File: src/rtl/evg_event_arbiter.sv
// evg_event_arbiter: per-source event FIFOs drained round-robin into one registered event stream.
module evg_event_arbiter #(
  parameter int NREQ = 4,
  parameter int EVENTCODE_WIDTH = 8,
  parameter int FIFO_DEPTH = 4,
  parameter logic [EVENTCODE_WIDTH-1:0] NULL_EVENT_CODE = '0
) (
  input  logic                            evgTxClk,
  input  logic                            evgTxRst_n,
  input  logic [NREQ*EVENTCODE_WIDTH-1:0] reqTDATA,
  input  logic [NREQ-1:0]                 reqTVALID,
  output logic [EVENTCODE_WIDTH-1:0]      evgEventTDATA,
  output logic                            evgEventTVALID,
  input  logic                            evgEventTREADY,
  input  logic                            clearStatus,
  output logic [NREQ-1:0]                 overflow,
  output logic [15:0]                     eventsForwarded,
  output logic [15:0]                     eventsDropped
);
  localparam int AW = $clog2(FIFO_DEPTH);
  localparam int IW = $clog2(NREQ);
  localparam int EW = EVENTCODE_WIDTH;
  logic [EW-1:0] mem_q [NREQ][FIFO_DEPTH];
  logic [EW-1:0] mem_d [NREQ][FIFO_DEPTH];
  logic [AW:0] wr_q [NREQ];
  logic [AW:0] wr_d [NREQ];
  logic [AW:0] rd_q [NREQ];
  logic [AW:0] rd_d [NREQ];
  logic [IW-1:0] ptr_q, ptr_d, gnt;
  logic [EW-1:0] data_q, data_d;
  logic valid_q, valid_d, load, found;
  logic [NREQ-1:0] ovf_q, ovf_d, nonempty, full, push, pop, drop;
  logic [15:0] fwd_q, fwd_d, drp_q, drp_d;
  logic [16:0] drp_sum;
  always_comb begin
    for (int i = 0; i < NREQ; i++) begin
      nonempty[i] = wr_q[i] != rd_q[i];
      full[i] = (wr_q[i][AW] != rd_q[i][AW]) && (wr_q[i][AW-1:0] == rd_q[i][AW-1:0]);
    end
    gnt = ptr_q;
    found = 1'b0;
    for (int k = 1; k <= NREQ; k++) begin
      if (!found && nonempty[(int'(ptr_q) + k) % NREQ]) begin
        found = 1'b1;
        gnt = IW'((int'(ptr_q) + k) % NREQ);
      end
    end
    load = (!valid_q || evgEventTREADY) && found;
    pop = '0;
    pop[gnt] = load;
    mem_d = mem_q;
    wr_d = wr_q;
    rd_d = rd_q;
    // a full FIFO still accepts a push in the cycle its head is popped
    for (int i = 0; i < NREQ; i++) begin
      push[i] = reqTVALID[i] && (reqTDATA[i*EW +: EW] != NULL_EVENT_CODE);
      drop[i] = push[i] && full[i] && !pop[i];
      if (push[i] && !drop[i]) begin
        mem_d[i][wr_q[i][AW-1:0]] = reqTDATA[i*EW +: EW];
        wr_d[i] = wr_q[i] + 1'b1;
      end
      if (pop[i]) rd_d[i] = rd_q[i] + 1'b1;
    end
    data_d = load ? mem_q[gnt][rd_q[gnt][AW-1:0]] : data_q;
    valid_d = load || (valid_q && !evgEventTREADY);
    ptr_d = load ? gnt : ptr_q;
    ovf_d = clearStatus ? '0 : (ovf_q | drop);
    fwd_d = clearStatus ? '0 : fwd_q + {15'd0, valid_q && evgEventTREADY};
    drp_sum = {1'b0, drp_q} + 17'($countones(drop));
    drp_d = clearStatus ? '0 : (drp_sum[16] ? 16'hFFFF : drp_sum[15:0]);
  end
  always_ff @(posedge evgTxClk) mem_q <= mem_d;
  always_ff @(posedge evgTxClk or negedge evgTxRst_n) begin
    if (!evgTxRst_n) begin
      for (int i = 0; i < NREQ; i++) begin
        wr_q[i] <= '0;
        rd_q[i] <= '0;
      end
      ptr_q <= IW'(NREQ - 1);
      data_q <= '0;
      valid_q <= 1'b0;
      ovf_q <= '0;
      fwd_q <= '0;
      drp_q <= '0;
    end else begin
      wr_q <= wr_d;
      rd_q <= rd_d;
      ptr_q <= ptr_d;
      data_q <= data_d;
      valid_q <= valid_d;
      ovf_q <= ovf_d;
      fwd_q <= fwd_d;
      drp_q <= drp_d;
    end
  end
  assign evgEventTDATA = data_q;
  assign evgEventTVALID = valid_q;
  assign overflow = ovf_q;
  assign eventsForwarded = fwd_q;
  assign eventsDropped = drp_q;
endmodule

File: config.mk
export PLATFORM = sky130hd
export DESIGN_NAME = evg_event_arbiter
export DESIGN_NICKNAME = d
export VERILOG_FILES = /design/src/rtl/evg_event_arbiter.sv
export SDC_FILE = /design/constraint.sdc
export NUM_CORES = 1
export LEC_CHECK = 0
export ABC_CLOCK_PERIOD_IN_PS = 9700
export BUFFER_PORTS_ARGS = -buffer_cell sky130_fd_sc_hd__buf_2
export CAP_MARGIN = 20
export CORE_MARGIN = 4
export CORE_UTILIZATION = 50
export DETAILED_ROUTE_END_ITERATION = 10
export PLACE_DENSITY = 0.79
export SKIP_LAST_GASP = 1
export SYNTH_ARGS = -nofsm -noshare
export SYNTH_HDL_FRONTEND = slang
export SYNTH_SLANG_ARGS = --single-unit
File: constraint.sdc
create_clock -name evgTxClk -period 9.7 [get_ports evgTxClk]
set_clock_uncertainty 0.1 [all_clocks]
set_input_delay 0.485 -clock evgTxClk [delete_from_list [all_inputs] [get_ports evgTxClk]]
set_output_delay 0.485 -clock evgTxClk [all_outputs]
set_load 0.01 [all_outputs]
### Yosys cells after proc, flatten, opt, wreduce, memory -nomap -nowiden

Cells that the tools add are included.

| word-level totals | value |
|---|---|
| logic and storage cells | 188 |
| bits of input ports | 40 |
| output and inout bits | 45 |
| bits in registers | 199 |

| operators by class | value |
|---|---|
| multiplexer cells | 47 |
| equal/unequal tests | 12 |
| bitwise operators | 12 |
| magnitude comparators | 16 |
| reductions and logical operators | 54 |
| add/subtract/negate cells | 17 |

Operator list:

| operator | number |
|---|---|
| bitwise mux 32 bit | 4 |
| binary-select mux 32 bit (select 2 bit) | 1 |
| demux 8 bit (select 2 bit) | 4 |
| 2-to-1 mux 32 bit | 2 |
| 2-to-1 mux 16 bit | 3 |
| 2-to-1 mux 8 bit | 6 |
| nonzero test 8 bit | 4 |
| logical AND 1 bit | 31 |
| adder 3 x 1 -> 3 bit (second input constant) | 8 |
| greater-or-equal comparator 3 bit (second input constant) | 6 |
| inverter 2 -> 3 bit | 6 |
| adder 16 x 3 -> 17 bit | 1 |
| adder 16 x 1 -> 16 bit | 1 |
| binary-select mux 8 bit (select 2 bit) | 1 |
| < comparator 3 x 4 -> 1 bit (second input constant) | 4 |
| zero test 1 bit | 13 |
| 2-to-1 mux 1 bit | 13 |
| < comparator 3 x 1 -> 1 bit (second input constant) | 4 |
| 2-to-1 mux 2 bit | 6 |
| inequality test 3 bit | 4 |
| binary-select mux 1 bit (select 2 bit) | 4 |
| == test 2 bit | 4 |
| OR reduction 2 bit | 4 |
| binary-select mux 3 bit (select 2 bit) | 1 |
| other kinds (13) | 23 |

### Logic depth before layout (Yosys ltp)

Gate-level depths: netlist of run 1.

| logic depth | value |
|---|---|
| depth in word-level cells | 28 |
| gate-level depth with buffers | 19 |

### Least setup slack after synthesis of run 1

OpenSTA, ideal clock, no wires.

| timing | value |
|---|---|
| path type | register to register |
| from | reg wr_q[11] (netlist name) |
| to | reg drp_q[10] (netlist: eventsDropped[10]) |
| clock period less this slack | 4363 ps |
| data arrival time | 4185 ps |
| setup slack | 5337 ps |
| stages on the path, launching flop included | 20 |
| buffers on the path | 3 |
| data required time | 9522 ps |
| path through | dfrtp_1 > xor2_1 > or3_4 > o22ai_1 > a21o_1 > buf_2 > or3_1 > buf_2 > nand3_1 > nor2_1 > fa_1 > inv_1 > fa_1 > inv_1 > fa_1 > and3_1 > nor2b_1 > nand4_1 > clkbuf_1 > a21oi_1 |

| between the ends | value |
|---|---|
| word-level cells in the longest chain between the ends | 26 |

Ends and longest elaborated chain:

| element | line | RTL |
|---|---|---|
| start, declared | 25 | `logic [AW:0] wr_q [NREQ];` |
| start signal, assigned | 86 | `wr_q <= wr_d;` |
| inequality test 3 bit | 37 | `nonempty[i] = wr_q[i] != rd_q[i];` |
| binary-select mux 1 bit (select 2 bit) | 43 | `if (!found && nonempty[(int'(ptr_q) + k) % NREQ]) begin` |
| 2-to-1 mux 1 bit (implied by the code) (2 in a row) | 43 |  |
| 2-to-1 mux 1 bit | 43 |  |
| zero test 1 bit | 43 |  |
| logical AND 1 bit | 43 |  |
| 2-to-1 mux 1 bit | 43 |  |
| zero test 1 bit | 43 |  |
| (+9 left out) | n/a |  |
| AND 4 bit (no line) | n/a |  |
| zero test 1 bit | 57 | `drop[i] = push[i] && full[i] && !pop[i];` |
| logical AND 1 bit | 57 |  |
| adder 1 x 1 -> 2 bit (implied by the code) | 69 | `drp_sum = {1'b0, drp_q} + 17'($countones(drop));` |
| adder 2 x 2 -> 3 bit (implied by the code) (*) | 69 |  |
| adder 16 x 3 -> 17 bit (*) | 69 |  |
| 2-to-1 mux 16 bit (*) (2 in a row) | 70 | `drp_d = clearStatus ? '0 : (drp_sum[16] ? 16'hFFFF : drp_sum[15:0]);` |
| via drp_d[10] | 33 | `logic [15:0] fwd_q, fwd_d, drp_q, drp_d;` |
| end signal, assigned | 93 | `drp_q <= drp_d;` |
| end, declared | 33 |  |

The timed path passes the listed nets; every way through them passes the cells marked *. The select of a mux whose other input is x is not followed.
A chain may end at the register's enable or synchronous reset.

### Worst setup path after layout of run 1

| timing | value |
|---|---|
| from | reg wr_q[8] (netlist name) |
| to | reg drp_q[1] (netlist: eventsDropped[1]) |

The elaborated chain is that of the path after synthesis.

==> metrics.md, run 1 <==
| Metric | Value |
|---|---|
| Status | finished, final reports clean |
| Ratio of cells with drive above 1 in the final layout | 18.58% |
| Post-synth top flop | edfxtp_1 |
| First-pass GRT wire length | 31510 um |
| CP top delay family | simple AND/OR/NAND/NOR gates |
| Yosys top cell by area | edfxtp_1 |
| Final hold violation count | 0 |
| Setup TNS Final | 0 ns |
| Port buffer count | 84 |
| Die width | 141.4 um |
| Relative slew slack | 30.47% |
| Root Buffer | clkbuf_16 |
| CTS tree | built |
| Area Overhead vs Synth | 13.58% |
| Die height | 141.4 um |
| CTS Hold Bufs | 0 |
| Mapped Area | 8892 um^2 |
| WP buf/inv | 2 |
| Max cap viols | 0 |
| Worst-path clk slew | 0.07 ns |
| I/O pin cnt | 85 |
| Most used cell, CP | fa_1 |
| Period utilization | 61.79% |
| LEAKAGE | 4.083 nW |
| CP max FO | 47 |
| Pwr Density | 363.9 nW/um^2 |
| FF+latch count, synth | 199 |
| Antenna viol nets, final | 0 |
| Largest cells by area after synthesis | edfxtp_1 (43%), dfrtp_1 (19%), nand2_1 (4.3%) |
| Number of diodes | 0 |
| Worst skew pair latency | 0.43 ns |
| CP Launch Type | flip-flop |
| CP cell instances | xor2_1, nand3b_1, a22oi_1, nand3_2, or3_1, nand3_1, nor2_1, fa_1, inv_1, fa_1, inv_1, fa_1, and3_1, nor2b_1, nand4_1, a21oi_1 |
| GRT overflow | 0 |
| Met1 capacity usage during global routing | 26.46% |
| Pin count of the biggest net entering global routing | 72 |
| Critical Path RT | 9.94 ns |
| Flip-flop and latch area | 5623 um^2 |
| GRT busiest layer | met2 |
| DP Area | 9452 um^2 |
| Cell variety after synth | 63 |
| Crit path DAT | 6.24 ns |
| VDD IR max | 0.2668 mV |
| # fillers | 1365 |
| Slew Limit Fails | 0 |
| # setup viols final | 0 |
| Tmin final | 5.994 ns |
| Met2 GRT Util | 34.59% |
| Initial Util | 51.23% |
| Crit path largest cell delay | 0.80 ns |
| CP Capture Type | flip-flop |
| Vias in the first global route | 5821 |
| Core ar. | 17360 um^2 |
| Synth async-reset ratio | 35.68% |
| Mapped Cells | 690 |
| Post_cts resized | 0 |
| Die area | 19980 um^2 |
| Multi-input logic area | 3042 um^2 |
| Hold Crit Class | input pin to asynchronous set/reset pin |
| Vias per cell | 5.734 |
| Most frequent cells in the layout | edfxtp_1 (128), nand2_1 (103), buf_2 (83), dfrtp_1 (69), a21oi_1 (36) |
| Synth warn | 0 |
| Post CTS Setup Buffer Count | 0 |
| DR vias | 5734 |
| Worst Path Class, Setup | flip-flop to flip-flop |
| CTS Sinks | 199 |
| DP HPWL | 14210 um |
| Post-route cell area | 10100 um^2 |
| # rows | 48 |
| GR Util All Layers | 20.97% |
| Met3 Use GR | 4.483% |
| Most common cell after layout, fill and taps aside | edfxtp_1 |
| Clk buf depth | 2 |
| Routed wire per std cell | 20.21 um |
| Mapped Nets | 756 |
| Synthesized area per cell | 12.89 um^2 |
| RePlAce Congestion | 0.8673 |
| Sequential cell area fraction in the yosys report | 63.23% |
| Nets | 828 |
| Initial drt markers | 401 |
| Fmax | 0.1668 GHz |
| Area share of the largest cell type after synthesis | 43.22% |
| Slew @ Worst Pin | 1.041 ns |
| EDFF count, synth | 128 |
| Routed wire length | 20210 um |
| Unrepaired setup endpoints after global routing | no |
| H-tree lvl count | 4 |
| DRT Pass-1 Iters | 5 |
| CTS buffer count | 17 |
| Slowest stage cell, crit path | nand3_2 |
| Drt drc | 0 |
| Antenna violations before repair | 0 |
==> registers in the layout, summed over array words and instances, names as in the netlist <==
name	flops
evgEventTDATA	8
ptr_q	2
rd_q	12
eventsForwarded	16
overflow	4
wr_q	12
evgEventTVALID	1
mem_q	128
eventsDropped	16
==> Yosys cell counts, drive strengths merged (19+ instances only) <==
cell and n:
xor2 29, a21oi 37, and2 19, mux2i 29
ha 23, nand2 103, buf 19, xnor2 23
inv 20, nand3 26, nor2 33, edfxtp 128
dfrtp 69
==> path summary, 6_finish.rpt <==
path,from,to,slack [ns],depth (start not counted)
hold reg to reg,rd_q[8]$_DFFE_PN0P_,rd_q[8]$_DFFE_PN0P_,0.39,1
min in group evgTxClk,reqTDATA[1],mem_q[97]$_DFFE_PP_,0.18,1
hold / removal,evgTxRst_n,evgEventTDATA[5]$_DFFE_PN0P_,0.05,1
max in group asynchronous,evgTxRst_n,eventsDropped[9]$_DFF_PN0_,8.79,1
setup reg to reg,wr_q[8]$_DFFE_PN0P_,eventsDropped[1]$_DFF_PN0_,3.71,16
setup / recovery,wr_q[8]$_DFFE_PN0P_,eventsDropped[1]$_DFF_PN0_,3.71,16
==> metrics by stage <==
stage	power [mW]	cells	hold WS, ns	setup WS [ns]	utilization [%]
after floorplan	2.526	690	0.08941	5.337	-
after global placement	2.840	968	0.3692	3.968	54.46
after detailed placement	2.892	968	0.3791	3.741	54.46
after CTS	3.675	1000	0.09326	3.680	58.19
after global routing	3.914	1000	0.1272	3.106	58.19
final	3.675	1000	0.05081	3.706	58.19
==> cells by family after synthesis <==
logic type	Yosys count	synth area share (%)
buf+inv	52	2.631
simple gates	229	12.54
compound gates	93	7.190
mux	39	5.291
fa+ha+maj	26	3.912
xor+xnor	52	5.206
flops	199	63.23
==> where the power goes <==
group	internal, mW	total, mW	switching (mW)
clock network	0.461	0.773	0.313
registers	1.14	1.26	0.122
logic	0.597	1.64	1.05
total	2.19	3.68	1.48
==> routing by layer <==
| layer | wire (um) | vias up |
|---|---|---|
| met5 | 0 | - |
| met1 | 8194 | 2820 |
| li1 | - | 2631 |
| met4 | 752 | 0 |
| met2 | 10080 | 238 |
| met3 | 1178 | 45 |
==> final cells by class <==
type	count	area share, %
Sequential cell	199	55.67
Clock buffer	18	4.249
Inverter	20	0.7433
Multi-Input combinational cell	439	30.12
Timing Repair Buffer	85	4.262
Tap cell	225	2.787
Clock inverter	14	2.168
Power figures use the tool's default switching activity.
==> run 2: changes to the inputs <==
ABC_CLOCK_PERIOD_IN_PS = 5500   (was 9700)
PLACE_DENSITY = 0.82   (was 0.79)
clock period = 5.5 ns   (was 9.7 ns; I/O delays follow)
==> run 2 against run 1 <==
Effect of this change: sequential share of layout area fell by 1.4 points; non-clock buffer count rose by 37; largest power group unchanged; register-to-register slack got worse by 3.1 ns; design area rose by 2.6%; final cell count rose by 3.7%; critical path type unchanged.
==> metrics.md, run 2 (synthesized netlist as in run 1, its figures left out) <==
| Metric | Value |
|---|---|
| Slew Limit Fails | 0 (unchanged) |
| Die height | 141.4 um (unchanged) |
| Initial drt markers | 466 (+16%) |
| CP Capture Type | flip-flop |
| Unrepaired setup endpoints after global routing | no |
| GR Util All Layers | 20.47% (-0.49 points) |
| # rows | 48 (unchanged) |
| Routed wire per std cell | 19.32 um (-4.4%) |
| Vias in the first global route | 5944 (+2.1%) |
| DP HPWL | 14180 um (-0.16%) |
| Vias per cell | 5.642 (-1.6%) |
| Routed wire length | 20030 um (-0.88%) |
| CTS buffer count | 17 (unchanged) |
| First-pass GRT wire length | 31400 um (-0.33%) |
| CTS Sinks | 199 (unchanged) |
| CP Launch Type | flip-flop |
| Nets | 865 (+4.5%) |
| RePlAce Congestion | 0.8389 (-3.3%) |
| Largest reg by FF count | mem_q |
| LEAKAGE | 4.200 nW (+2.9%) |
| Worst-path clk slew | 0.06 ns (about the same) |
| Initial Util | 51.23% (unchanged) |
| DP Area | 9472 um^2 (+0.21%) |
| Total power | 6.327 mW (+72%) |
| I/O pin cnt | 85 (unchanged) |
| CP top delay family | simple AND/OR/NAND/NOR gates |
| Slowest stage cell, crit path | nor4_1 |
| Antenna viol nets, final | 0 (unchanged) |
| Die area | 19980 um^2 (unchanged) |
| Period utilization | 88.13% (+26 points) |
| DRT Pass-1 Iters | 5 (unchanged) |
| Final hold violation count | 0 (unchanged) |
| WHS | 0.05600 ns (+0.005186 ns) |
| Antenna violations before repair | 0 (unchanged) |
| Crit path largest cell delay | 0.52 ns (-0.28 ns) |
| Worst skew pair latency | 0.43 ns (about the same) |
| Drt drc | 0 (unchanged) |
| CP max FO | 13 (-72%) |
| CP cell instances | xor2_1, or3_4, nor4_1, nand2b_1, nor3_2, nor4_1, fa_1, inv_1, fa_1, inv_1, fa_1, and3_1, nor2b_1, nand4_1, buf_4, a21oi_1 |
| Port buffer count | 84 (unchanged) |
| Ratio of cells with drive above 1 in the final layout | 18.10% (-0.48 points) |
| Slew @ Worst Pin | 1.035 ns (-0.005749 ns) |
| Setup TNS Final | 0 ns (unchanged) |
| Root Buffer | clkbuf_16 |
| DR vias | 5851 (+2.0%) |
| Pwr Density | 610.7 nW/um^2 (+68%) |
| Hold Crit Class | input pin to flip-flop |
| Fmax | 0.2063 GHz (+24%) |
| Tmin final | 4.847 ns (-1.147 ns) |
| Layout Utilization | 59.69% (+1.5 points) |
| Number of diodes | 0 (unchanged) |
| Clk buf depth | 2 (unchanged) |
| Max cap viols | 0 (unchanged) |
| Most common cell after layout, fill and taps aside | edfxtp_1 |
| Worst Path Class, Setup | flip-flop to flip-flop |
| Most used cell, CP | fa_1 |
| Core ar. | 17360 um^2 (unchanged) |
| VDD IR max | 0.6648 mV (+150%) |
| Crit path DAT | 5.03 ns (-1.21 ns) |
| GRT overflow | 0 (unchanged) |
| Relative slew slack | 30.86% (+0.38 points) |
| H-tree lvl count | 4 (unchanged) |
| CTS tree | built |
| Critical Path RT | 5.68 ns (-4.26 ns) |
| Pin count of the biggest net entering global routing | 72 (unchanged) |
| Most frequent cells in the layout | edfxtp_1 (128), nand2_1 (103), buf_2 (84), dfrtp_1 (69), a21oi_1 (36) |
| # setup viols final | 0 (unchanged) |
| Die width | 141.4 um (unchanged) |
| Area Overhead vs Synth | 16.50% |
| Post-route cell area | 10360 um^2 (+2.6%) |
| Largest register FFs | 128 (unchanged) |
| WP buf/inv | 3 (+1) |
| Status | finished, final reports clean |
-- run 2: cell types whose count changed in the layout (fill, tap and decap cells not counted), moves of 2 or more --
cell,before,now
clkinv_1,2,0
bufinv_16,5,1
clkinv_2,0,3
buf_4,2,5
dlygate4sd3_1,0,33
clkbuf_1,1,4
-- run 2: path summary, 6_finish.rpt --
kind | from | endpoint | slack [ns] | cells past startpoint
min in group asynchronous | evgTxRst_n | eventsForwarded[5]$_DFF_PN0_ | 0.48 | 3
max in group asynchronous | evgTxRst_n | rd_q[6]$_DFFE_PN0P_ | 4.23 | 3
max reg2reg | rd_q[9]$_DFFE_PN0P_ | eventsDropped[8]$_DFF_PN0_ | 0.65 | 16
min reg2reg | wr_q[2]$_DFFE_PN0P_ | wr_q[2]$_DFFE_PN0P_ | 0.39 | 1
min | evgEventTREADY | evgEventTVALID$_DFF_PN0_ | 0.06 | 3
max | rd_q[9]$_DFFE_PN0P_ | eventsDropped[8]$_DFF_PN0_ | 0.65 | 16
-- run 2: power by group --
group	switching (mW)	total (mW)	internal, mW
logic	1.85	2.92	1.07
registers	0.223	2.23	2.00
clock network	0.537	1.18	0.641
total	2.61	6.33	3.72
-- run 2: area by class of cell --
type / instances / area, um^2
multi-input cells: 439 / 3042
repair buffers: 122 / 788.3
inverters: 20 / 75.07
flip-flops and latches: 199 / 5623
clock buffers: 22 / 454.2
clock inverters: 10 / 96.34
fillers: 1335 / 6997
well taps: 225 / 281.5
-- run 2: routing by layer --
| metal | vias up | routed length (um) | GRT usage [%] |
|---|---|---|---|
| met4 | 0 | 690 | 8.516 |
| met1 | 2869 | 8158 | 26.87 |
| met5 | - | 0 | 0 |
| met2 | 230 | 9957 | 33.61 |
| met3 | 47 | 1226 | 3.977 |
| li1 | 2705 | - | - |
-- run 2: worst register-to-register path, cell delays in order (launching register included) --
cell,delay [ns]
dfrtp_1,0.45
xor2_1,0.20
or3_4,0.41
nor4_1,0.50
nand2b_1,0.31
nor3_2,0.12
nor4_1,0.52
fa_1,0.53
inv_1,0.08
fa_1,0.17
inv_1,0.06
fa_1,0.44
and3_1,0.25
nor2b_1,0.19
nand4_1,0.11
buf_4,0.20
a21oi_1,0.09
-- run 2: through the flow --
step / cells / worst slack (ns)
floorplan: 690 / 1.137
global placement: 971 / 0.5395
detailed placement: 971 / 0.4062
CTS: 1036 / 0.3852
global route: 1037 / 0.3996
finish: 1037 / 0.6529
-- run 2: what timing repair did --
item / CTS / global route
hold buffers: 33 / 0
hold endpoints to repair: 197 / 0
setup endpoints to repair: 0 / 4
setup buffers: 0 / 1
resized for setup: 0 / 0
==> run 3: changes to the inputs <==
ABC_AREA = 1   (was not set)
PLACE_DENSITY = 0.81   (was 0.82)
==> run 3 against run 2 <==
Effect of this change: final cell count rose by 42%; wire length rose by 21%; worst hold slack got worse by 0.051 ns; critical endpoint is now eventsDropped[13]$_DFF_PN0_; maximum frequency fell by 3.1%; design area rose by 12%.
==> metrics.md, run 3 <==
| Metric | Value |
|---|---|
| Status | finished, final reports clean |
| Vias per cell | 5.327 (-5.6%) |
| Core ar. | 19650 um^2 (+13%) |
| Slowest stage cell, crit path | dfstp_2 |
| Mapped Cells | 1096 (+59%) |
| Unrepaired setup endpoints after global routing | no |
| Clk buf depth | 2 (unchanged) |
| DR vias | 7852 (+34%) |
| GR Util All Layers | 22.69% (+2.2 points) |
| Root Buffer | clkbuf_16 |
| CP startpoint | ptr_q[0]$_DFFE_PN1P_ |
| Routed wire per std cell | 16.45 um (-15%) |
| Hold Crit Class | input pin to flip-flop |
| Period utilization | 90.94% (+2.8 points) |
| Worst skew pair latency | 0.44 ns (about the same) |
| EDFF count, synth | 128 (unchanged) |
| Fmax | 0.1999 GHz (-3.1%) |
| Nets | 1262 (+46%) |
| Vias in the first global route | 7945 (+34%) |
| Die height | 150.0 um (+6.1%) |
| First-pass GRT wire length | 39560 um (+26%) |
| RePlAce Congestion | 0.8866 (+5.7%) |
| CTS Sinks | 199 (unchanged) |
| Yosys top cell by area | edfxtp_1 |
| Reg2reg start | ptr_q[0]$_DFFE_PN1P_ |
| Initial drt markers | 678 (+45%) |
| # rows | 51 (+6.3%) |
| Tmin final | 5.002 ns (+0.1547 ns) |
| Synth async-reset ratio | 35.68% (unchanged) |
| Synth warn | 0 (unchanged) |
| Largest register FFs | 128 (unchanged) |
| Sequential cell area fraction in the yosys report | 55.76% (-7.5 points) |
| Antenna violations before repair | 0 (unchanged) |
| Most common cell in the netlist | nand2_1 |
| Largest cells by area after synthesis | edfxtp_1 (38%), dfrtp_1 (17%), nand2_1 (12%) |
| Relative slew slack | 38.00% (+7.1 points) |
| CP top delay family | simple AND/OR/NAND/NOR gates |
| Worst Path Class, Setup | flip-flop to flip-flop |
| Worst Hold Launch | reqTDATA[3] |
| FF+latch count, synth | 199 (unchanged) |
| Die width | 150.0 um (+6.1%) |
| # setup viols final | 0 (unchanged) |
| Cell variety after synth | 44 (-30%) |
| Antenna viol nets, final | 0 (unchanged) |
| CTS buffer count | 17 (unchanged) |
| Most used cell, CP | nand2_1 |
| Synthesized area per cell | 9.200 um^2 (-29%) |
| DP HPWL | 16870 um (+19%) |
| CP Launch Type | flip-flop |
| Post CTS Setup Buffer Count | 0 (unchanged) |
| Crit path DAT | 5.27 ns (+0.24 ns) |
| Worst-path clk slew | 0.08 ns (+0.02 ns) |
| Area share of the largest cell type after synthesis | 38.12% (-5.1 points) |
| Post-synth top flop | edfxtp_1 |
| Area Overhead vs Synth | 15.04% |
| Drt drc | 0 (unchanged) |
| Number of diodes | 0 (unchanged) |
| Slew @ Worst Pin | 0.9266 ns (-0.1087 ns) |
| Initial Util | 51.31% (+0.072 points) |
| Setup TNS Final | 0 ns (unchanged) |
| Largest reg by FF count | mem_q |
| H-tree lvl count | 4 (unchanged) |
| Max cap viols | 0 (unchanged) |
| CP max FO | 15 (+2) |
| Most common cell after layout, fill and taps aside | nand2_1 |
| Mapped Nets | 1162 (+54%) |
| Die area | 22500 um^2 (+13%) |
| CTS tree | built |
| Critical Path RT | 5.77 ns (+0.09 ns) |
| Routed wire length | 24250 um (+21%) |
| Port buffer count | 84 (unchanged) |
| I/O pin cnt | 85 (unchanged) |
| Final hold violation count | 0 (unchanged) |
| Slew Limit Fails | 0 (unchanged) |
| WP buf/inv | 6 (+3) |
| Most frequent cells after synthesis | nand2_1 (316), nand3_1 (154), inv_1 (147), edfxtp_1 (128), dfrtp_1 (69) |
| GRT overflow | 0 (unchanged) |
| Most frequent cells in the layout | nand2_1 (316), nand3_1 (154), inv_1 (147), edfxtp_1 (128), buf_2 (83) |
| Pin count of the biggest net entering global routing | 72 (unchanged) |
| CP Capture Type | flip-flop |
| DRT Pass-1 Iters | 5 (unchanged) |
| Crit path largest cell delay | 0.69 ns (+0.17 ns) |
| Mapped Area | 10080 um^2 (+13%) |
| Ratio of cells with drive above 1 in the final layout | 13.65% (-4.5 points) |
run 3: cell types whose count changed in the layout (fill, tap and decap cells not counted), sizes merged, moves of 13 or more:
cell | previous run | this run
nand2 | 103 | 332
xor2 | 29 | 16
a31oi | 18 | 1
inv | 24 | 158
nand3 | 26 | 164
nor2 | 33 | 56
and2 | 19 | 1
o21ai | 7 | 29
mux2i | 29 | 0
run 3: worst reg2reg max path, cell delays in order (launching register included):
cell,delay (ns)
dfstp_2,0.69
inv_2,0.14
nand4_1,0.16
nand2_1,0.09
nand2_1,0.11
o21ai_4,0.12
and2_1,0.17
nand3_2,0.09
o21ai_4,0.15
inv_4,0.20
nand3_2,0.13
nand2_1,0.14
inv_1,0.09
fa_1,0.49
inv_1,0.05
fa_1,0.36
inv_1,0.10
fa_1,0.21
nand2_1,0.08
nor3_1,0.34
nand2_1,0.09
nor2_1,0.20
nand4_1,0.18
nor2_1,0.20
a21o_1,0.10
o21ai_0,0.07
inv_1,0.08
run 3: cell families (layout without fill, tap and decap cells):
group / Yosys count / after routing / synth area share (%)
buf+inv: 193 / 306 / 8.090
xor+xnor: 27 / 27 / 2.494
mux: 1 / 1 / 0.1117
fa+ha+maj: 26 / 26 / 3.450
flops: 199 / 199 / 55.76
simple gates: 590 / 590 / 26.60
compound gates: 60 / 60 / 3.487
run 3: layout make-up:
class,count,area [um^2]
clock inverters,15,211.5
fillers,1655,8054
repair buffers,122,790.8
multi-input cells,704,3645
clock buffers,17,425.4
inverters,152,573.1
flip-flops and latches,199,5623
well taps,265,331.6
run 3: metal layers:
| layer | track usage, % | part of all wire [%] |
|---|---|---|
| met5 | 0 | 0 |
| met3 | 4.028 | 5.7 |
| met2 | 40.17 | 52 |
| met1 | 27.90 | 40 |
| met4 | 8.005 | 2.6 |
run 3: repair_timing:
item | 4_1_cts | 5_1_grt
hold endpoints to repair | 194 | 0
hold buffers | 33 | 0
resized for setup | 0 | 2
endpoints found under the setup margin | 0 | 1
run 3: worst paths after layout:
kind,to,slack [ns],depth (start not counted)
worst max-delay path,eventsDropped[13]$_DFF_PN0_,0.50,26
worst min-delay path,mem_q[115]$_DFFE_PP_,0.005,1
worst max register to register,eventsDropped[13]$_DFF_PN0_,0.50,26
worst min register to register,evgEventTDATA[5]$_DFFE_PN0P_,0.39,2
max in group asynchronous,evgEventTDATA[1]$_DFFE_PN0P_,4.32,2
min in group asynchronous,eventsForwarded[8]$_DFF_PN0_,0.40,2
run 3: metrics by stage:
step / cells / util [%] / hold slack (ns) / instance area (um^2) / setup WS, ns
2_1_floorplan: 1096 / - / -0.1206 / 10080 / 1.155
3_3_place_gp: 1409 / 54.09 / 0.3621 / 10630 / 0.6630
3_5_place_dp: 1409 / 54.09 / 0.3547 / 10630 / 0.4499
4_1_cts: 1474 / 59.01 / 0.006180 / 11600 / 0.4346
5_1_grt: 1474 / 59.02 / 0.001755 / 11600 / 0.09321
6_report: 1474 / 59.02 / 0.004728 / 11600 / 0.4982
Power of run 3 is left out: the tool's default activity adds up to more than one toggle a clock period on the data nets, which glitch-free logic cannot reach.
